--- src/rtl/nsa_pkg.sv ---
// Shared types and constants for the nibble-serial adder.
package nsa_pkg;

   localparam int unsigned NIBBLE_W = 4;

   typedef enum logic [1:0] {
      IDLE = 2'd0,
      ADD  = 2'd1,
      DONE = 2'd2
   } state_t;

endpackage

--- src/rtl/cla4_slice.sv ---
// 4-bit combinational carry-lookahead slice, time-shared by the serial adder.
module cla4_slice
   import nsa_pkg::*;
(
   input  logic [NIBBLE_W-1:0] a,
   input  logic [NIBBLE_W-1:0] b,
   input  logic                cin,
   output logic [NIBBLE_W-1:0] s,
   output logic                cout
);

   logic [NIBBLE_W-1:0] w_g;
   logic [NIBBLE_W-1:0] w_p;
   logic [NIBBLE_W-1:0] w_c;

   assign w_g = a & b;
   assign w_p = a ^ b;

   // Flattened lookahead carries; no ripple between bit positions.
   assign w_c[0] = cin;
   assign w_c[1] = w_g[0] | (w_p[0] & cin);
   assign w_c[2] = w_g[1] | (w_p[1] & w_g[0]) | (w_p[1] & w_p[0] & cin);
   assign w_c[3] = w_g[2] | (w_p[2] & w_g[1]) | (w_p[2] & w_p[1] & w_g[0])
                 | (w_p[2] & w_p[1] & w_p[0] & cin);
   assign cout   = w_g[3] | (w_p[3] & w_g[2]) | (w_p[3] & w_p[2] & w_g[1])
                 | (w_p[3] & w_p[2] & w_p[1] & w_g[0])
                 | (w_p[3] & w_p[2] & w_p[1] & w_p[0] & cin);

   assign s = w_p ^ w_c;

endmodule

--- src/rtl/nibble_serial_adder.sv ---
// Serial adder: one 4-bit lookahead slice per cycle over NIBBLES nibbles.
// Optional signed-overflow output enabled by NIBBLE_SERIAL_ADDER_OVF_EN.
module nibble_serial_adder
   import nsa_pkg::*;
#(
   parameter int unsigned NIBBLES = 4
)(
   input  logic                         clk,
   input  logic                         rst,
   input  logic                         in_valid,
   output logic                         in_ready,
   input  logic [NIBBLE_W*NIBBLES-1:0]  a,
   input  logic [NIBBLE_W*NIBBLES-1:0]  b,
   input  logic                         cin,
   output logic                         out_valid,
   input  logic                         out_ready,
   output logic [NIBBLE_W*NIBBLES-1:0]  sum,
   output logic                         cout
`ifdef NIBBLE_SERIAL_ADDER_OVF_EN
   ,output logic                        ovf
`endif
);

   localparam int unsigned W     = NIBBLE_W * NIBBLES;
   localparam int unsigned IDX_W = $clog2(NIBBLES);

   state_t              r_state;
   state_t              w_state_next;
   logic [W-1:0]        r_a;
   logic [W-1:0]        r_b;
   logic [W-1:0]        r_sum;
   logic [IDX_W-1:0]    r_idx;
   logic                r_carry;
   logic                r_cout;
   logic                r_in_ready;
   logic                r_out_valid;
   logic [NIBBLE_W-1:0] w_a_nib;
   logic [NIBBLE_W-1:0] w_b_nib;
   logic [NIBBLE_W-1:0] w_s;
   logic                w_co;
   logic                w_last;

   assign w_a_nib = r_a[{r_idx, 2'b00} +: NIBBLE_W];
   assign w_b_nib = r_b[{r_idx, 2'b00} +: NIBBLE_W];
   assign w_last  = (r_idx == IDX_W'(NIBBLES - 1));

   cla4_slice u_slice (
      .a    (w_a_nib),
      .b    (w_b_nib),
      .cin  (r_carry),
      .s    (w_s),
      .cout (w_co)
   );

   always_ff @(posedge clk or posedge rst) begin
      if (rst) r_state <= IDLE;
      else     r_state <= w_state_next;
   end

   always_comb begin
      w_state_next = r_state;
      case (r_state)
         IDLE:    if (in_valid)  w_state_next = ADD;
         ADD:     if (w_last)    w_state_next = DONE;
         DONE:    if (out_ready) w_state_next = IDLE;
         default:                w_state_next = IDLE;
      endcase
   end

   // Handshake flags are flopped copies of the next-state decode.
   always_ff @(posedge clk or posedge rst) begin
      if (rst) begin
         r_in_ready  <= 1'b1;
         r_out_valid <= 1'b0;
      end else begin
         r_in_ready  <= (w_state_next == IDLE);
         r_out_valid <= (w_state_next == DONE);
      end
   end

   always_ff @(posedge clk or posedge rst) begin
      if (rst) begin
         r_a     <= '0;
         r_b     <= '0;
         r_sum   <= '0;
         r_idx   <= '0;
         r_carry <= 1'b0;
         r_cout  <= 1'b0;
      end else begin
         case (r_state)
            IDLE: if (in_valid) begin
               r_a     <= a;
               r_b     <= b;
               r_carry <= cin;
               r_sum   <= '0;
               r_idx   <= '0;
            end
            ADD: begin
               r_sum[{r_idx, 2'b00} +: NIBBLE_W] <= w_s;
               r_carry <= w_co;
               r_idx   <= r_idx + IDX_W'(1);
               if (w_last) r_cout <= w_co;
            end
            default: ;
         endcase
      end
   end

`ifdef NIBBLE_SERIAL_ADDER_OVF_EN
   logic r_ovf;
   logic w_ovf;

   // Carry into the sign bit recovered as a^b^s of bit 3 in the top slice.
   assign w_ovf = w_a_nib[NIBBLE_W-1] ^ w_b_nib[NIBBLE_W-1] ^ w_s[NIBBLE_W-1] ^ w_co;

   always_ff @(posedge clk or posedge rst) begin
      if (rst)                            r_ovf <= 1'b0;
      else if ((r_state == ADD) && w_last) r_ovf <= w_ovf;
   end

   assign ovf = r_ovf;
`endif

   assign in_ready  = r_in_ready;
   assign out_valid = r_out_valid;
   assign sum       = r_sum;
   assign cout      = r_cout;

endmodule

--- config.mk ---
export PLATFORM = sky130hd
export DESIGN_NAME = nibble_serial_adder
export DESIGN_NICKNAME = d
export VERILOG_FILES = /design/src/rtl/nsa_pkg.sv /design/src/rtl/cla4_slice.sv /design/src/rtl/nibble_serial_adder.sv
export SDC_FILE = /design/constraint.sdc
export NUM_CORES = 1
export LEC_CHECK = 0
export CAP_MARGIN = 20
export CORE_AREA = 2 2 79 96
export DETAILED_ROUTE_END_ITERATION = 8
export DIE_AREA = 0 0 81 98
export HOLD_SLACK_MARGIN = 0.06
export PLACE_DENSITY_LB_ADDON = 0.2
export SKIP_CTS_REPAIR_TIMING = 1
export SLEW_MARGIN = 15
export SYNTH_ARGS = -nofsm -noshare
export SYNTH_HDL_FRONTEND = slang
export SYNTH_HIERARCHICAL = 1
export SYNTH_SLANG_ARGS = --single-unit
--- constraint.sdc ---
create_clock -name clk -period 2.3 [get_ports clk]
set_input_delay 0.345 -clock clk [delete_from_list [all_inputs] [get_ports clk]]
set_output_delay 0.345 -clock clk [all_outputs]
set_load 0.1 [all_outputs]
After elaboration in Yosys (flattened, before gate mapping):

Index checks and enable logic that the tools add are counted.

* add/sub/neg operators: 2
* equality and inequality tests: 5
* shifts and indexed selects: 4
* muxes and demuxes: 11
* bitwise gates (word level): 29
* reduce and logical (&&, ||, !) cells: 6

Operator list (count)
* 16-bit case mux with 2 select lines: 1
* 16-bit by 5-bit variable part select with 4-bit output: 2
* 1-bit AND: 16
* 16-bit bitwise mux: 1
* 16-bit 2-to-1 mux: 1
* 4-bit by 6-bit variable shift with 16-bit output (first input constant): 1
* 4-bit by 6-bit variable part select with 16-bit output: 1
* 1-bit OR: 10
* 2-bit 2-to-1 mux: 4
* 4-bit XOR: 2
* 2-bit equality test (second input constant): 3
* 4-bit negation with 6-bit output: 1
* 2-bit case mux with 3 select lines: 1
* 2-bit AND reduction: 3
* 4-bit AND: 1
* 2-bit logical NOT: 2
* 2-bit case mux with 2 select lines: 1
* 2-bit by 1-bit adder with 2-bit output (second input constant): 1
* 2-bit by 1-bit equality test with 1-bit output (second input constant): 1
* 2-bit inequality test (second input constant): 1
* 1-bit case mux with 2 select lines: 1
* 2-bit nonzero test: 1
* 1-bit 2-to-1 mux: 1

* bits in registers: 56
* word-level logic and storage cells: 66

Logic depth before layout (Yosys ltp):

* depth after elaboration: 10
* gate-level depth with buffers: 8

Hierarchy:

Netlist, hierarchy kept.

Modules (own cells, without submodules)
* nibble_serial_adder: instances 1, cells an instance 162, area each 2560.0 um^2, sequential area each 1402.6 um^2
* cla4_slice: instances 1, cells an instance 17, area each 147.6 um^2, sequential area each 0.0 um^2

Least setup slack after synthesis:

OpenSTA, ideal clock, no wires.

* path type: register to register
* from: reg r_idx[0]
* to: reg r_cout (netlist: cout)
* library setup time: 0.126 ns
* data arrival time: 2.432 ns
* required time: 2.174 ns
* path slack: -0.258 ns
* cell stages (with the launch flop): 8
* buffers on the path: 1
* cells stage by stage: dfrtp_1 -> buf_6 -> mux4_1 -> ha_1 -> a21o_1 -> a31o_1 -> a21o_1 -> mux2_2

RTL lines
* from (decl): line nibble_serial_adder.sv:32 `logic [IDX_W-1:0] r_idx;`
* from (signal assigned): line nibble_serial_adder.sv:101 `r_idx <= r_idx + IDX_W'(1);`
* 16-bit by 5-bit variable part select with 4-bit output (*): line nibble_serial_adder.sv:43 `assign w_a_nib = r_a[{r_idx, 2'b00} +: NIBBLE_W];`
* named net w_a_nib[0]: line nibble_serial_adder.sv:37 `logic [NIBBLE_W-1:0] w_a_nib;`
* 4-bit AND or 4-bit XOR (tied branches): line cla4_slice.sv:16, cla4_slice.sv:17
* 1-bit AND (on tied branches): line cla4_slice.sv:26, cla4_slice.sv:27
* 1-bit OR or 1-bit AND (tied branches): line cla4_slice.sv:26, cla4_slice.sv:27
* 1-bit OR (*): line cla4_slice.sv:27 `| (w_p[3] & w_p[2] & w_p[1] & w_p[0] & cin);`
* named net w_co: line nibble_serial_adder.sv:40 `logic w_co;`
* to (signal assigned): line nibble_serial_adder.sv:102 `if (w_last) r_cout <= w_co;`
* to (decl): line nibble_serial_adder.sv:34 `logic r_cout;`

The timed path passes the listed nets; every way through them passes the cells marked *.
A chain may end at the register's enable or synchronous reset.

Worst setup path after layout:

Same ends and word-level chain as after synthesis.

==> impl_metrics.ini <==
[floorplan]
io_pins = 56
start_util = 0.383
dieArea_sq_um = 7940
num_rows = 34
fp.dieW_microns = 81
dieHeight_microns = 98
coreArea_sq_um = 7060

[route]
viasPerCell = 5.04
drcViolationCount = 0
post_drt_wl_per_cell_microns = 15.5
first_iter_violations = 57
vias = 1674
wl_mm = 5.15
first_pass_iters = 4
postRouteAntennaNets = 0

[grt]
grt_pass1_vias = 1778
antenna_found_initial = 0
track_usage = 0.143
grt_max_degree = 33
grt_pass1_wl_mm = 8.80
grt_overflow = 0

[finish]
multi_input_area_sq_um = 1230
synthToLayoutAreaGrowth_pct = 28.5
fin_cells = 332
nFillCells = 667
seqCellArea_sq_um = 1400
final_nets = 290
drive_gt1_frac = 0.347
diodes = 0

[place]
place.gp.congestion = 0.769
dp_cells = 326
portBuffers = 55
hpwl_mm = 3.94

[sta]
fmax_mhz = 433
slew_headroom = 0.676
finalSetupViolCount = 1
post-route-period-util = 1.00
worst_pin_slew_ns = 0.485
final-hold-violation-count = 0
fin_ws_ns = -0.00728
skew_ns = 0.00801
fin_crit_ns = 2.31
rsz0062_at_grt = true
slew_violations = 0

[synth]
syn_avg_cell_area_sq_um = 15.1
synth-seq-area-share = 0.518
synthCells = 179
synth_top_area_share = 0.508
yosys_warnings = 6
synth_area_leaders = dfrtp_1, mux2_2, mux4_1
ys_ff_latch = 56
syn-cell-area_sq_um = 2710
syn_nets = 227
synth_cell_types = 31
synth_top_cell_by_area = dfrtp_1

[clock_tree]
cts.sinks = 56
ctsHtreeMaxLevel = 2
clk_latency_ns = 0.31
tritoncts = done
path_clk_slew_ns = 0.10
cts_buffers = 5
cts_buffer_depth = 2
root_buffer = clkbuf_8

[critical_path]
crit_path_end_kind = flop
cp_max_fo = 7
reg2reg_depth = 6
cp.required_ns = 2.50
crit_type = flop to flop
cp.arrival_ns = 2.51
critPathLaunchType = flop

[job]
drv_cap = 0

[outcome]
status = finished with violations
failed_checks = setup timing

[min_path]
hold_class = input pin to asynchronous set/reset pin
layer usage:
layer / vias to the layer above / global-route usage / part of all wire
li1: 780 / - / -
met1: 848 / 0.177 / 0.43
met2: 39 / 0.246 / 0.51
met3: 7 / 0.0305 / 0.039
met4: 0 / 0.0456 / 0.013
met5: - / 0 / 0
path summary, 6_finish.rpt:
path / start / end / slack, ns
max in group asynchronous: rst / in_ready / 1.55
min reg2reg: r_b[5] / r_b[5] / 0.50
min: rst / r_a[0] / 0.44
max: r_idx[0] / cout / -0.007
max reg2reg: r_idx[0] / cout / -0.007
min in group clk: r_b[5] / r_b[5] / 0.50
state kept, by name, summed over array words and instances, names as in the netlist:
signal,count
r_a,16
r_b,16
sum,16
r_idx,2
r_state,2
cout,1
in_ready,1
out_valid,1
r_carry,1
placed cells by master, fill, tap and decap left out, drive strengths merged:
cell           netlist  layout
a21o                 7       7
a21oi                3       3
a22o                18      18
a31o                 1       1
and3b                1       1
buf                  6      27
bufinv               0       2
clkbuf               1       5
clkdlybuf4s50        0      36
dfrtp               55      55
dfstp                1       1
fa                   1       1
ha                  10      10
inv                  7       7
mux2                33      33
mux4                 8       8
nand2                9       9
nand2b               2       2
nand3b               2       2
nor2                 3       3
nor2b                1       1
nor3                 1       1
nor4b                3       3
o21ai                2       2
o21bai               1       1
xnor2                2       2
xor2                 1       1
synthesized netlist by cell type, drive strengths merged:
cell type,n
o21ai,2
a31o,1
mux4,8
xor2,1
dfstp,1
dfrtp,55
a22o,18
nor2b,1
a21oi,3
nand2,9
and3b,1
nand3b,2
nor2,3
nor3,1
o21bai,1
nand2b,2
a21o,7
mux2,33
clkbuf,1
buf,6
fa,1
xnor2,2
nor4b,3
inv,7
ha,10
stage by stage:
stage | cell area (sq um) | hold WS, ns | setup slack (ns) | utilization | setup TNS (ns)
floorplan | 2710 | 0.449 | -0.0526 | - | -0.0997
global placement | 3340 | 0.476 | -0.0279 | 0.473 | -0.0895
detailed placement | 3340 | 0.482 | -0.0677 | 0.473 | -0.250
CTS | 3470 | 0.442 | -0.0956 | 0.491 | -0.404
global route | 3480 | 0.466 | -0.0899 | 0.493 | -0.545
finish | 3480 | 0.437 | -0.00728 | 0.493 | -0.00728
worst max-delay path, cell delays in order (launching register included):
cell	delay, ns
dfrtp_2	0.50
mux4_2	0.58
ha_4	0.25
a21o_1	0.19
a31o_1	0.26
a21o_1	0.18
mux2_2	0.25
final cells by class:
class | count | share of cell area
Sequential cell | 56 | 0.403
Multi-Input combinational cell | 109 | 0.354
Timing Repair Buffer | 63 | 0.165
Tap cell | 90 | 0.0324
Clock buffer | 5 | 0.0198
Clock inverter | 2 | 0.0173
Inverter | 7 | 0.00755
cell families (layout without fill, tap and decap cells):
kind of cell,count (synthesis),after routing,share of synthesized area
flip-flops,56,56,0.518
multiplexers,41,41,0.215
AO/OA/AOI/OAI,32,32,0.0929
AND/OR/NAND/NOR,22,22,0.0776
buffers and inverters,14,77,0.0333
adder cells (fa/ha/maj),11,11,0.0536
XOR/XNOR,3,3,0.00971
Power is not shown: default switching activity piles up to over one toggle a cycle in this logic, so the estimate is an artifact.
